--- config.mk ---
export PLATFORM = sky130hd
export DESIGN_NAME = mult_rs
export DESIGN_NICKNAME = d
export VERILOG_FILES = /design/src/rtl/mult_rs.sv
export SDC_FILE = /design/constraint.sdc
export NUM_CORES = 1
export LEC_CHECK = 0
export BUFFER_PORTS_ARGS = -buffer_cell sky130_fd_sc_hd__clkbuf_2
export CORE_ASPECT_RATIO = 1.4
export CORE_MARGIN = 2
export CORE_UTILIZATION = 55
export CTS_BUF_LIST = sky130_fd_sc_hd__clkbuf_2 sky130_fd_sc_hd__clkbuf_4 sky130_fd_sc_hd__clkbuf_8
export CTS_CLUSTER_SIZE = 16
export DETAILED_ROUTE_END_ITERATION = 8
export PLACE_DENSITY_LB_ADDON = 0.12
export REMOVE_ABC_BUFFERS = 1
export SETUP_SLACK_MARGIN = 0.15
export SYNTH_ARGS = -nofsm -noshare
export SYNTH_HDL_FRONTEND = slang
export SYNTH_SLANG_ARGS = --single-unit
--- constraint.sdc ---
create_clock -name clk -period 6.2 [get_ports clk]
set_input_delay 1.24 -clock clk [delete_from_list [all_inputs] [get_ports clk]]
set_output_delay 1.24 -clock clk [all_outputs]
set_load 0.05 [all_outputs]
--- src/rtl/mult_rs.sv ---
// mult_rs: reservation station in front of one multi-cycle FU; holds ops until both sources are valid, snooping the CDB.
// Latency: a ready op issues at the first edge after its dispatch edge; a CDB-woken op issues one edge after its wakeup edge.
// Backpressure: disp_ready drops while every entry is valid; issue waits on fu_busy and leaves one idle cycle after each pulse.
module mult_rs #(
    parameter int DEPTH = 4,
    parameter int TAGW  = 4,
    parameter int DATAW = 8
) (
    input  logic                       clk,
    input  logic                       rst,
    input  logic                       flush,
    input  logic                       disp_valid,
    output logic                       disp_ready,
    input  logic [7:0]                 disp_operand,
    input  logic [1:0]                 disp_src_rdy,
    input  logic [2*TAGW-1:0]          disp_src_tag,
    input  logic [2*DATAW-1:0]         disp_src_val,
    input  logic [7:0]                 disp_wbs,
    input  logic [7:0]                 disp_flags,
    input  logic [TAGW-1:0]            disp_robid,
    input  logic                       cdb_valid,
    input  logic [TAGW-1:0]            cdb_id,
    input  logic [DATAW-1:0]           cdb_val,
    input  logic                       fu_busy,
    output logic                       issue_transmit,
    output logic [7:0]                 issue_operand,
    output logic [2*DATAW-1:0]         issue_depvals,
    output logic [7:0]                 issue_wbs,
    output logic [7:0]                 issue_flags,
    output logic [TAGW-1:0]            issue_robid,
    output logic [$clog2(DEPTH+1)-1:0] occupancy
);

    localparam int AW   = (DEPTH > 1) ? $clog2(DEPTH) : 1;
    localparam int OCCW = $clog2(DEPTH + 1);

    typedef struct packed {
        logic                       valid;
        logic [7:0]                 operand;
        logic [1:0]                 src_rdy;
        logic [1:0][TAGW-1:0]       src_tag;
        logic [1:0][DATAW-1:0]      src_val;
        logic [7:0]                 wbs;
        logic [7:0]                 flags;
        logic [TAGW-1:0]            robid;
        logic [AW-1:0]              age;
    } entry_t;

    entry_t ent_q [DEPTH];
    entry_t ent_d [DEPTH];

    logic                   issue_transmit_q;
    logic [7:0]             issue_operand_q;
    logic [2*DATAW-1:0]     issue_depvals_q;
    logic [7:0]             issue_wbs_q;
    logic [7:0]             issue_flags_q;
    logic [TAGW-1:0]        issue_robid_q;

    logic                   sel_vld;
    logic [AW-1:0]          sel_idx;
    logic [AW-1:0]          sel_age;
    logic                   free_vld;
    logic [AW-1:0]          free_idx;
    logic [OCCW-1:0]        occ_cnt;
    logic                   can_issue;
    logic                   disp_fire;

    // Pick the oldest eligible entry, the lowest free slot, and count valid entries.
    always_comb begin
        sel_vld  = 1'b0;
        sel_idx  = '0;
        sel_age  = '0;
        free_vld = 1'b0;
        free_idx = '0;
        occ_cnt  = '0;
        for (int i = 0; i < DEPTH; i++) begin
            if (ent_q[i].valid && (&ent_q[i].src_rdy)) begin
                // Strict compare keeps the lower index on a tie.
                if (!sel_vld || (ent_q[i].age > sel_age)) begin
                    sel_vld = 1'b1;
                    sel_idx = AW'(i);
                    sel_age = ent_q[i].age;
                end
            end
            occ_cnt = occ_cnt + OCCW'(ent_q[i].valid);
        end
        for (int i = DEPTH - 1; i >= 0; i--) begin
            if (!ent_q[i].valid) begin
                free_vld = 1'b1;
                free_idx = AW'(i);
            end
        end
    end

    // Ready depends on current state only, so a full station stays closed even in an issue cycle.
    assign disp_ready = free_vld;
    assign disp_fire  = disp_valid & free_vld;
    // The registered pulse blocks back-to-back issue, covering the cycle before the FU raises busy.
    assign can_issue  = sel_vld & ~fu_busy & ~issue_transmit_q;

    // Next entry state: CDB wakeup, age update, issue invalidate, dispatch write with CDB bypass.
    always_comb begin
        for (int i = 0; i < DEPTH; i++) begin
            ent_d[i] = ent_q[i];
            for (int s = 0; s < 2; s++) begin
                if (ent_q[i].valid && !ent_q[i].src_rdy[s] && cdb_valid &&
                    (ent_q[i].src_tag[s] == cdb_id)) begin
                    ent_d[i].src_val[s] = cdb_val;
                    ent_d[i].src_rdy[s] = 1'b1;
                end
            end
            if (ent_q[i].valid) begin
                // Ages stay a dense 0..n-1 ranking: the newcomer pushes everyone up,
                // and entries older than the issued one close the gap it leaves.
                if (disp_fire) begin
                    ent_d[i].age = ent_d[i].age + AW'(1);
                end
                if (can_issue && (ent_q[i].age > sel_age)) begin
                    ent_d[i].age = ent_d[i].age - AW'(1);
                end
            end
            if (can_issue && (sel_idx == AW'(i))) begin
                ent_d[i].valid = 1'b0;
            end
            if (disp_fire && (free_idx == AW'(i))) begin
                ent_d[i].valid   = 1'b1;
                ent_d[i].operand = disp_operand;
                ent_d[i].wbs     = disp_wbs;
                ent_d[i].flags   = disp_flags;
                ent_d[i].robid   = disp_robid;
                ent_d[i].age     = '0;
                for (int s = 0; s < 2; s++) begin
                    ent_d[i].src_tag[s] = disp_src_tag[s*TAGW +: TAGW];
                    if (disp_src_rdy[s]) begin
                        ent_d[i].src_rdy[s] = 1'b1;
                        ent_d[i].src_val[s] = disp_src_val[s*DATAW +: DATAW];
                    end else if (cdb_valid && (cdb_id == disp_src_tag[s*TAGW +: TAGW])) begin
                        ent_d[i].src_rdy[s] = 1'b1;
                        ent_d[i].src_val[s] = cdb_val;
                    end else begin
                        ent_d[i].src_rdy[s] = 1'b0;
                        ent_d[i].src_val[s] = disp_src_val[s*DATAW +: DATAW];
                    end
                end
            end
        end
    end

    // State and issue registers; reset and flush both clear everything, dropping any pending pulse.
    always_ff @(posedge clk) begin
        if (!rst || flush) begin
            for (int i = 0; i < DEPTH; i++) begin
                ent_q[i] <= '0;
            end
            issue_transmit_q <= 1'b0;
            issue_operand_q  <= '0;
            issue_depvals_q  <= '0;
            issue_wbs_q      <= '0;
            issue_flags_q    <= '0;
            issue_robid_q    <= '0;
        end else begin
            ent_q            <= ent_d;
            issue_transmit_q <= can_issue;
            if (can_issue) begin
                issue_operand_q <= ent_q[sel_idx].operand;
                issue_depvals_q <= ent_q[sel_idx].src_val;
                issue_wbs_q     <= ent_q[sel_idx].wbs;
                issue_flags_q   <= ent_q[sel_idx].flags;
                issue_robid_q   <= ent_q[sel_idx].robid;
            end
        end
    end

    assign issue_transmit = issue_transmit_q;
    assign issue_operand  = issue_operand_q;
    assign issue_depvals  = issue_depvals_q;
    assign issue_wbs      = issue_wbs_q;
    assign issue_flags    = issue_flags_q;
    assign issue_robid    = issue_robid_q;
    assign occupancy      = occ_cnt;

endmodule

After elaboration in Yosys (flattened, before gate mapping)

Index checks and enable logic that the tools add are counted.

Add/sub/neg operators: 11
Magnitude comparators: 8
Equality and inequality tests: 16
Multiplexer cells: 79
Bitwise gates (word level): 6
Reduce and logical (&&, ||, !) cells: 80

Operators with widths:

| operator                                                              | number |
|---|---|
| 57-bit 2-to-1 mux                                                     | 4 |
| 57-bit binary-select mux with 2-bit select                            | 1 |
| 56-bit 2-to-1 mux                                                     | 2 |
| 8-bit 2-to-1 mux                                                      | 12 |
| 2-bit 2-to-1 mux                                                      | 31 |
| 1-bit logical AND                                                     | 42 |
| 4-bit equality test                                                   | 10 |
| 1-bit 2-to-1 mux                                                      | 29 |
| 2-bit nonzero test                                                    | 12 |
| 2-bit greater-than comparator                                         | 7 |
| 1-bit logical NOT                                                     | 12 |
| 2-bit by 1-bit adder with 2-bit output, second input constant         | 4 |
| 2-bit equality test, second input constant                            | 4 |
| 2-bit AND reduction                                                   | 4 |
| 2-bit OR reduction                                                    | 4 |
| 2-bit by 1-bit subtractor with 2-bit output, second input constant    | 4 |
| 2-bit by 1-bit equality test with 1-bit output, second input constant | 2 |
| 2-bit logical NOT                                                     | 2 |
| 1-bit logical OR                                                      | 4 |
| 2-bit by 1-bit adder with 3-bit output                                | 1 |
| 3-bit by 1-bit adder with 3-bit output                                | 1 |
| 1-bit AND                                                             | 3 |
| 3-bit greater-or-equal comparator, second input constant              | 1 |
| 2-bit NOT with 3-bit output                                           | 1 |
| other kinds (2)                                                       | 3 |

Bits in registers: 273
Bits of input ports: 72
Output and inout bits: 49
Logic and storage cells: 254

Logic depth before layout (Yosys ltp)

Gate-level depths: netlist of run 1.

Word-level depth: 21
Gate-level depth with buffers: 30
Gate-level depth less buffers: 27

Worst setup path after synthesis of run 1

No wires, ideal clock.

Path kind: reg2reg
Start point: reg ent_q[227] (netlist name)
End point: reg ent_q[1] (netlist name)
Library setup time: 0.123 ns
Data arrival time: 5.453 ns
Required time: 6.077 ns
Setup slack: 0.624 ns
Cell stages (with the launch flop): 28
Buffers on the path: 2
Clock period less this slack: 5.576 ns
Path through: dfxtp_1 -> buf_6 -> and3_1 -> buf_6 -> nand2_1 -> ha_1 -> nor2b_1 -> o21ai_0 -> a211oi_1 -> nor2_1 -> ha_1 -> nor2b_1 -> a2bb2oi_1 -> o21ai_0 -> o31a_1 -> inv_2 -> ha_1 -> nor2b_1 -> o21ai_0 -> a21o_2 -> mux2_2 -> ha_1 -> nor2_1 -> or2_2 -> o311ai_1 -> o211ai_1 -> a21oi_1 -> mux2_1

Word-level cells in the longest chain between the ends: 18
Elaborated cells on any way between the ends: 38
Those cells by class: add/sub: 1; order compare: 4; eq/ne: 1; mux: 19; bitwise: 3; reduce/logical: 10

RTL lines:

| item                                                                      | RTL line | source |
|---|---|---|
| from (decl)                                                               | 49       | `entry_t ent_q [DEPTH];` |
| from (signal assigned)                                                    | 162      | `ent_q <= ent_d;` |
| 1-bit logical AND                                                         | 77       | `if (ent_q[i].valid && (&ent_q[i].src_rdy)) begin` |
| 2-bit 2-to-1 mux / 1-bit 2-to-1 mux (equally long branches)               | 77       |  |
| 2-bit greater-than comparator / 1-bit logical NOT (equally long branches) | 79       | `if (!sel_vld \|\| (ent_q[i].age > sel_age)) begin` |
| 1-bit logical OR                                                          | 79       |  |
| 2-bit 2-to-1 mux / 1-bit 2-to-1 mux (equally long branches)               | 79       |  |
| 2-bit 2-to-1 mux / 1-bit 2-to-1 mux (equally long branches)               | 77       |  |
| 2-bit greater-than comparator / 1-bit logical NOT (equally long branches) | 79       |  |
| 1-bit logical OR                                                          | 79       |  |
| 2-bit 2-to-1 mux / 1-bit 2-to-1 mux (equally long branches)               | 79       |  |
| 2-bit 2-to-1 mux / 1-bit 2-to-1 mux (equally long branches)               | 77       |  |
| 2-bit greater-than comparator / 1-bit logical NOT (equally long branches) | 79       |  |
| 1-bit logical OR                                                          | 79       |  |
| 1-bit 2-to-1 mux                                                          | 79       |  |
| 1-bit 2-to-1 mux                                                          | 77       |  |
| 1-bit AND (2 in series)                                                   | 99       | `assign can_issue = sel_vld & ~fu_busy & ~issue_transmit_q;` |
| 1-bit logical AND                                                         | 118      | `if (can_issue && (ent_q[i].age > sel_age)) begin` |
| 2-bit 2-to-1 mux                                                          | 118      |  |

Parallel ways exist; a longest one is shown, timed or not. The select of a mux whose other input is x is not followed.
A chain may end at the register's enable or synchronous reset.

Worst setup path in the final report of run 1

Start point: reg ent_q[218] (netlist name)
End point: reg ent_q[1] (netlist name)

Word-level cells in the longest chain between the ends: 19
Elaborated cells on any way between the ends: 30
Those cells by class: order compare: 4; mux: 15; bitwise: 2; reduce/logical: 9

RTL lines:

| item                                                                      | RTL line |
|---|---|
| 2-bit AND reduction (*)                                                   | 77 |
| 1-bit logical AND (*)                                                     | 77 |
| 2-bit 2-to-1 mux / 1-bit 2-to-1 mux (equally long branches)               | 77 |
| 2-bit greater-than comparator / 1-bit logical NOT (equally long branches) | 79 |
| 1-bit logical OR                                                          | 79 |
| 2-bit 2-to-1 mux / 1-bit 2-to-1 mux (equally long branches)               | 79 |
| 2-bit 2-to-1 mux / 1-bit 2-to-1 mux (equally long branches)               | 77 |
| 2-bit greater-than comparator / 1-bit logical NOT (equally long branches) | 79 |
| (+2 left out)                                                             | - |
| 2-bit 2-to-1 mux / 1-bit 2-to-1 mux (equally long branches)               | 77 |
| 2-bit greater-than comparator / 1-bit logical NOT (equally long branches) | 79 |
| 1-bit logical OR                                                          | 79 |
| 1-bit 2-to-1 mux                                                          | 79 |
| 1-bit 2-to-1 mux                                                          | 77 |
| 1-bit AND (2 in series)                                                   | 99 |
| 1-bit logical AND (*)                                                     | 118 |
| 2-bit 2-to-1 mux (*)                                                      | 118 |

Mark *: on every way between the ends. The rest lies on a longest branch, timed or not.

==> results of run 1 <==
[timing repair]
item                                    CTS  global route
endpoints found under the setup margin    8             8
gates resized for setup                   2             7
pin swaps                                 0             2
[final timing paths]
kind | startpoint | end | cells past startpoint
hold reg to reg | ent_q[220] | ent_q[220] | 2
hold / removal | ent_q[220] | ent_q[220] | 2
setup reg to reg | ent_q[218] | ent_q[1] | 25
setup / recovery | ent_q[218] | ent_q[1] | 25
[synthesized netlist by cell type (2+ instances only)]
cell / instances
o31ai_1: 4
mux2i_1: 68
ha_1: 14
and2_1: 2
o21a_1: 2
mux2_2: 66
inv_1: 12
nor3_1: 60
nand3_1: 12
nand2_1: 310
o21ai_0: 10
xnor2_1: 26
clkbuf_1: 92
a211oi_1: 162
nand2b_1: 4
a21oi_1: 155
or3_1: 2
dfxtp_1: 273
nor2b_1: 6
buf_6: 2
nor2_1: 180
and3_1: 3
buf_1: 25
buf_2: 9
mux2_1: 2
o311a_1: 2
or2_2: 2
xor2_1: 14
nand4_1: 9
nor2_2: 2
[cells by family (layout without fill, tap and decap cells)]
| group | Yosys count | after routing | share of synthesized area |
|---|---|---|---|
| compound gates | 353 | 353 | 0.178 |
| xor+xnor | 40 | 40 | 0.0274 |
| fa+ha+maj | 15 | 15 | 0.0153 |
| buf+inv | 141 | 229 | 0.0435 |
| flops | 273 | 273 | 0.428 |
| mux | 137 | 137 | 0.115 |
| simple gates | 598 | 598 | 0.193 |
[stage by stage]
| step | total power [mW] | area [µm²] | worst slack (ns) | util |
|---|---|---|---|---|
| floorplan | 1.94 | 12300 | -6.90 | - |
| global placement | 2.02 | 13500 | 0.240 | 0.586 |
| detailed placement | 2.02 | 13500 | 0.00553 | 0.586 |
| CTS | 3.64 | 14400 | 0.212 | 0.626 |
| global route | 3.73 | 14500 | 0.187 | 0.628 |
| finish | 3.62 | 14500 | 0.486 | 0.628 |
[flip-flops by register name, indices dropped and copies added (netlist names)]
signal / cells
issue_flags: 8
issue_depvals: 16
issue_transmit: 1
issue_robid: 4
issue_operand: 8
ent_q: 228
issue_wbs: 8
[per-layer routing]
layer  GRT usage  wire length (µm)  vias up
li1            -                 -     5526
met1       0.329             14500     5268
met2       0.508             17400      312
met3      0.0415              1610       91
met4       0.111              1250        0
met5           0                 0        -
[worst register-to-register path, cell delays in order (launching register included)]
cell,delay [ns]
dfxtp_1,0.35
and3_4,0.26
nand2_1,0.09
ha_1,0.30
nor2b_1,0.18
o21ai_2,0.14
a211oi_4,0.36
nor2_1,0.08
ha_1,0.31
nor2b_1,0.16
a2bb2oi_2,0.24
o21ba_1,0.22
o31a_1,0.23
inv_2,0.08
ha_1,0.28
nor2b_1,0.14
o21ai_1,0.17
a21o_2,0.22
mux2_2,0.40
ha_1,0.31
nor2_1,0.05
or2_2,0.29
o311ai_1,0.09
o211ai_1,0.12
a21oi_1,0.20
mux2_1,0.33
[power groups by stage]
stage	Combinational [mW]	Sequential, mW	Clock (mW)
after floorplan	0.117	1.82	0
after global placement	0.203	1.82	0
after detailed placement	0.205	1.82	0
after CTS	0.206	1.78	1.66
after global routing	0.226	1.78	1.72
final	0.207	1.78	1.63
[placed cells by master (no fill, tap or decap), types with 14 or more instances in the layout]
master / instances
mux2_2: 66
nor3_1: 60
xnor2_1: 26
nand2_1: 310
buf_4: 19
clkbuf_4: 16
xor2_1: 14
dfxtp_1: 273
mux2i_1: 68
a211oi_1: 161
clkbuf_2: 120
clkbuf_8: 54
nor2_1: 178
ha_1: 14
a21oi_1: 154
[area by class of cell]
class | instances | area share
inverters | 13 | 0.00338
multi-input cells | 1143 | 0.474
clock buffers | 70 | 0.0597
clock inverters | 5 | 0.00415
flip-flops and latches | 273 | 0.378
well taps | 306 | 0.0265
repair buffers | 141 | 0.0542
==> out/results.ini, run 1 <==
[outcome]
outcome = finished clean

[critical_path]
endpoint_kind = flop
regToRegSetupSlack_ns = 0.49
crit_buf_inv = 1
slowest_stage = mux2_2
worstPathArrival_ns = 6.14
crit_path_max_fanout = 6
start_kind = flop
crit_family = compound AO/OA/AOI/OAI gates
cp_common_cell = ha_1
crit_type = flop to flop
cp_slowest_stage_delay_ns = 0.40
worstPathRequired_ns = 6.63

[sta]
slew_violations = 0
holdWs_ns = 0.453
max_slew_margin = 0.293
fin_crit_ns = 5.71
hold_viol = 0
period_share = 0.922
setup_viol = 0
fmax_ghz = 0.175
fin_skew_ns = 0.0245
worstMarginPinSlew_ns = 1.06
rsz0062_at_grt = false
finalSetupTns_ns = 0

[synth]
syn_area_um2 = 12800
yosysUniqueCellTypes = 57
synth_cells = 1557
netlist.area_leader.share = 0.428
avgSynthCellArea_um2 = 8.20
ys_warn_count = 0
ys_ff_latch = 273
synth_top_area_cell = dfxtp_1
seq_area_frac_synth = 0.428
ys_async_sr_fraction = 0
synth_area_leaders = dfxtp_1 (43%), a211oi_1 (9.5%), nand2_1 (9.1%), a21oi_1 (6.1%), mux2_2 (5.8%)
synth-main-ff-cell = dfxtp_1
synth_edf_count = 0

[finish]
stdcell_count = 1951
drive_above_1_share = 0.188
fillers = 2057
multi_input_area_um2 = 6850
diodes = 0
final_nets = 1702
regArea_um2 = 5470
area_growth_pct = 13.3

[placement]
dpl.hpwl_um = 19800
numPortBuffers = 120
gp_congestion = 0.865
placed_cells = 1876

[global_route]
grt_use_total = 0.279
grt_max_degree = 122
grt_pass1_vias = 10675
grt_first_pass_wirelength_um = 55300
gr-total-overflow = 0
antenna_found_initial = 0

[floorplan]
num_io_pins = 121
coreArea_um2 = 23000
die_h_um = 184
fp.dieW_um = 133
start_util = 0.554
rows = 66
dieArea_um2 = 24500

[power_and_ir_drop]
p_clk_frac = 0.450
max-vdd-ir-drop_mv = 0.217
intPower_mw = 2.76
switchingPower_uw = 854
seqPwrFrac = 0.493
comb_power_share = 0.057
pwr_density_cell_nw_per_um2 = 250
p_leak_nw = 5.11
swShare = 0.236

[detailed_routing]
drtIter0Drc = 811
first_pass_iters = 5
final_antenna_net_count = 0
drc = 0
vias = 11197
wirelength_um = 34700
avgViaCountPerCell = 5.74
wire_per_inst_um = 17.8

[clock_network]
numCtsBuffers = 43
clock_path_buffers = 3
cts_setup_buffers = 0
cts_root_buf = clkbuf_8
clock_latency_ns = 0.55
clk_pin_slew_ns = 0.06
cts-hold-fix-buffers = 0
cts_tree = done
htree_levels = 2
clock_sinks = 273

[worst_hold_path]
hold_class = flop to flop

[run]
cap_violations = 0

Note: power is estimated with default switching activity, not from simulation.
==> inputs of run 2 (changes only) <==
--- a/config.mk
+++ b/config.mk
@@ -9,7 +9,6 @@
 export CORE_ASPECT_RATIO = 1.4
 export CORE_MARGIN = 2
 export CORE_UTILIZATION = 55
-export CTS_BUF_LIST = sky130_fd_sc_hd__clkbuf_2 sky130_fd_sc_hd__clkbuf_4 sky130_fd_sc_hd__clkbuf_8
 export CTS_CLUSTER_SIZE = 16
 export DETAILED_ROUTE_END_ITERATION = 8
 export PLACE_DENSITY_LB_ADDON = 0.12
==> run 2 against run 1 <==
Clock power down 4%. Sequential share of layout area is 0.27 points higher. Global-route usage down 0.46 points. Wire length decreased by 1.3%. Maximum frequency increased by 0.77%. First-iteration DRC count is 10% lower. Setup slack better by 0.044 ns. Critical endpoint unchanged. Largest cell class unchanged.
==> out/results.ini, run 2 (synthesized netlist as in run 1, its figures left out) <==
[global_route]
grt_pass1_vias = 10429  ; -2.3%
gr-total-overflow = 0  ; unchanged
grt_first_pass_wirelength_um = 54700  ; -1.1%
grt_use_total = 0.275  ; -0.00456
grt_max_degree = 122  ; unchanged
antenna_found_initial = 0  ; unchanged

[detailed_routing]
drc = 0  ; unchanged
wire_per_inst_um = 17.9  ; +0.46%
final_antenna_net_count = 0  ; unchanged
wirelength_um = 34300  ; -1.3%
avgViaCountPerCell = 5.81  ; +1.2%
vias = 11132  ; -0.58%
drtIter0Drc = 729  ; -10%
first_pass_iters = 5  ; unchanged

[clock_network]
clock_latency_ns = 0.53  ; -0.02 ns
clock_path_buffers = 3  ; unchanged
htree_levels = 1  ; -1
numCtsBuffers = 26  ; -40%
cts_tree = done
cts_root_buf = clkbuf_16
clock_sinks = 273  ; unchanged
clk_pin_slew_ns = 0.06  ; about the same

[critical_path]
crit_type = flop to flop
rr_worst_depth = 25  ; unchanged
endpoint_kind = flop
reg2reg_to = ent_q[1]
start_kind = flop
cp_slowest_stage_delay_ns = 0.40  ; about the same
crit_start = ent_q[218]
worstPathArrival_ns = 6.09  ; -0.05 ns
worstPathRequired_ns = 6.62  ; about the same
slowest_stage = mux2_2
regToRegSetupSlack_ns = 0.53  ; +0.04 ns
cp_common_cell = ha_1
r2r_start = ent_q[218]
crit_path_max_fanout = 6  ; unchanged

[power_and_ir_drop]
seqPwrFrac = 0.501  ; +0.008
p_leak_nw = 5.01  ; -1.8%
max-vdd-ir-drop_mv = 0.240  ; +11%
comb_power_share = 0.058  ; about the same
intPower_mw = 2.73  ; -1.1%
pwr_density_cell_nw_per_um2 = 248  ; -0.97%
swShare = 0.232  ; -0.00452
p_clk_frac = 0.441  ; -0.009
switchingPower_uw = 823  ; -3.6%

[finish]
stdcell_count = 1917  ; -1.7%
fillers = 2044  ; -0.63%
final_util = 0.623  ; -0.00445
regArea_um2 = 5470  ; unchanged
mostFrequentLayoutCell = nand2_1
multi_input_area_um2 = 6850  ; unchanged
final_cell_mix = nand2_1 (310), dfxtp_1 (273), nor2_1 (178)
drive_above_1_share = 0.169  ; -0.0190
regMostFlops = ent_q
final_nets = 1685  ; -1.0%
diodes = 0  ; unchanged
largest_reg_flops = 228  ; unchanged
area_growth_pct = 12.5

[sta]
fin_crit_ns = 5.67  ; -0.0435 ns
slew_violations = 0  ; unchanged
worstMarginPinSlew_ns = 1.07  ; +0.00943 ns
rsz0062_at_grt = false
setup_viol = 0  ; unchanged
hold_viol = 0  ; unchanged
fmax_ghz = 0.176  ; +0.77%
period_share = 0.915  ; -0.00702
fin_skew_ns = 0.00944  ; -0.0151 ns
max_slew_margin = 0.286  ; -0.00629

[floorplan]
fp.dieW_um = 133  ; unchanged
rows = 66  ; unchanged
coreArea_um2 = 23000  ; unchanged
start_util = 0.554  ; unchanged
num_io_pins = 121  ; unchanged
die_h_um = 184  ; unchanged
dieArea_um2 = 24500  ; unchanged

[outcome]
outcome = finished clean

[run]
cap_violations = 0  ; unchanged

[worst_hold_path]
hold_class = flop to flop
min_from = ent_q[131]
hold-path-endpoint = ent_q[131]
holdPathStages = 2  ; unchanged

[placement]
gp_congestion = 0.865  ; unchanged
dpl.hpwl_um = 19800  ; unchanged
placed_cells = 1876  ; unchanged
numPortBuffers = 120  ; unchanged

==> run 2: cell types whose count changed in the layout (fill, tap and decap cells not counted), sizes merged <==
cell,previous run,this run
inv,15,13
clkinv,2,5
clkinvlp,0,1
bufinv,1,2
clkbuf,190,153
==> run 2: final cells by class <==
cell class / count / share of cell area
Clock buffer: 33 / 0.0499
Clock inverter: 8 / 0.00723
Inverter: 13 / 0.00340
Multi-Input combinational cell: 1143 / 0.477
Sequential cell: 273 / 0.381
Tap cell: 306 / 0.0267
Timing Repair Buffer: 141 / 0.0546
==> run 2: worst max-delay path, delay by kind of cell, from the launching register on <==
family | cells | cell delay (ns)
AO/OA/AOI/OAI | 10 | 2.00
AND/OR/NAND/NOR | 8 | 1.20
adder cells (fa/ha/maj) | 4 | 1.19
multiplexers | 2 | 0.73
flip-flops | 1 | 0.36
buffers and inverters | 1 | 0.08
==> run 2: repair_timing <==
action	CTS	global route
setup buffers	0	0
resized for setup	2	7
setup endpoints to repair	8	8
hold buffers	0	0
pin swaps	0	2
hold endpoints to repair	0	0
==> run 2: layer usage <==
| layer | track usage | wire, µm | vias to the layer above |
|---|---|---|---|
| met5 | 0 | 0 | - |
| met4 | 0.0826 | 785 | 0 |
| met3 | 0.0300 | 1440 | 59 |
| met2 | 0.503 | 17300 | 289 |
| met1 | 0.338 | 14700 | 5306 |
| li1 | - | - | 5478 |
==> run 2: how the worst max path moves through the flow <==
stage / to / slack (ns) / cells after the start
after global routing: ent_q[1] / 0.21 / 25
after floorplan: ent_q[114] / -6.90 / 20
after CTS: ent_q[1] / 0.21 / 25
after global placement: ent_q[1] / 0.24 / 25
after detailed placement: ent_q[0] / 0.006 / 25
final: ent_q[1] / 0.53 / 25
==> run 2: stage by stage <==
step | total power, mW | setup WS (ns) | cell area, µm² | setup TNS (ns) | hold slack [ns]
2_1_floorplan | 1.94 | -6.90 | 12300 | -386.14 | 0.436
3_3_place_gp | 2.02 | 0.240 | 13500 | 0 | 0.440
3_5_place_dp | 2.02 | 0.00553 | 13500 | 0 | 0.446
4_1_cts | 3.57 | 0.212 | 14300 | 0 | 0.455
5_1_grt | 3.66 | 0.211 | 14400 | 0 | 0.470
6_report | 3.56 | 0.529 | 14400 | 0 | 0.453
==> run 2: power groups by stage <==
stage / Sequential, mW / Clock [mW] / Combinational, mW
finish: 1.78 / 1.57 / 0.207
global route: 1.78 / 1.65 / 0.226
CTS: 1.78 / 1.59 / 0.206
detailed placement: 1.82 / 0 / 0.205
global placement: 1.82 / 0 / 0.203
floorplan: 1.82 / 0 / 0.117
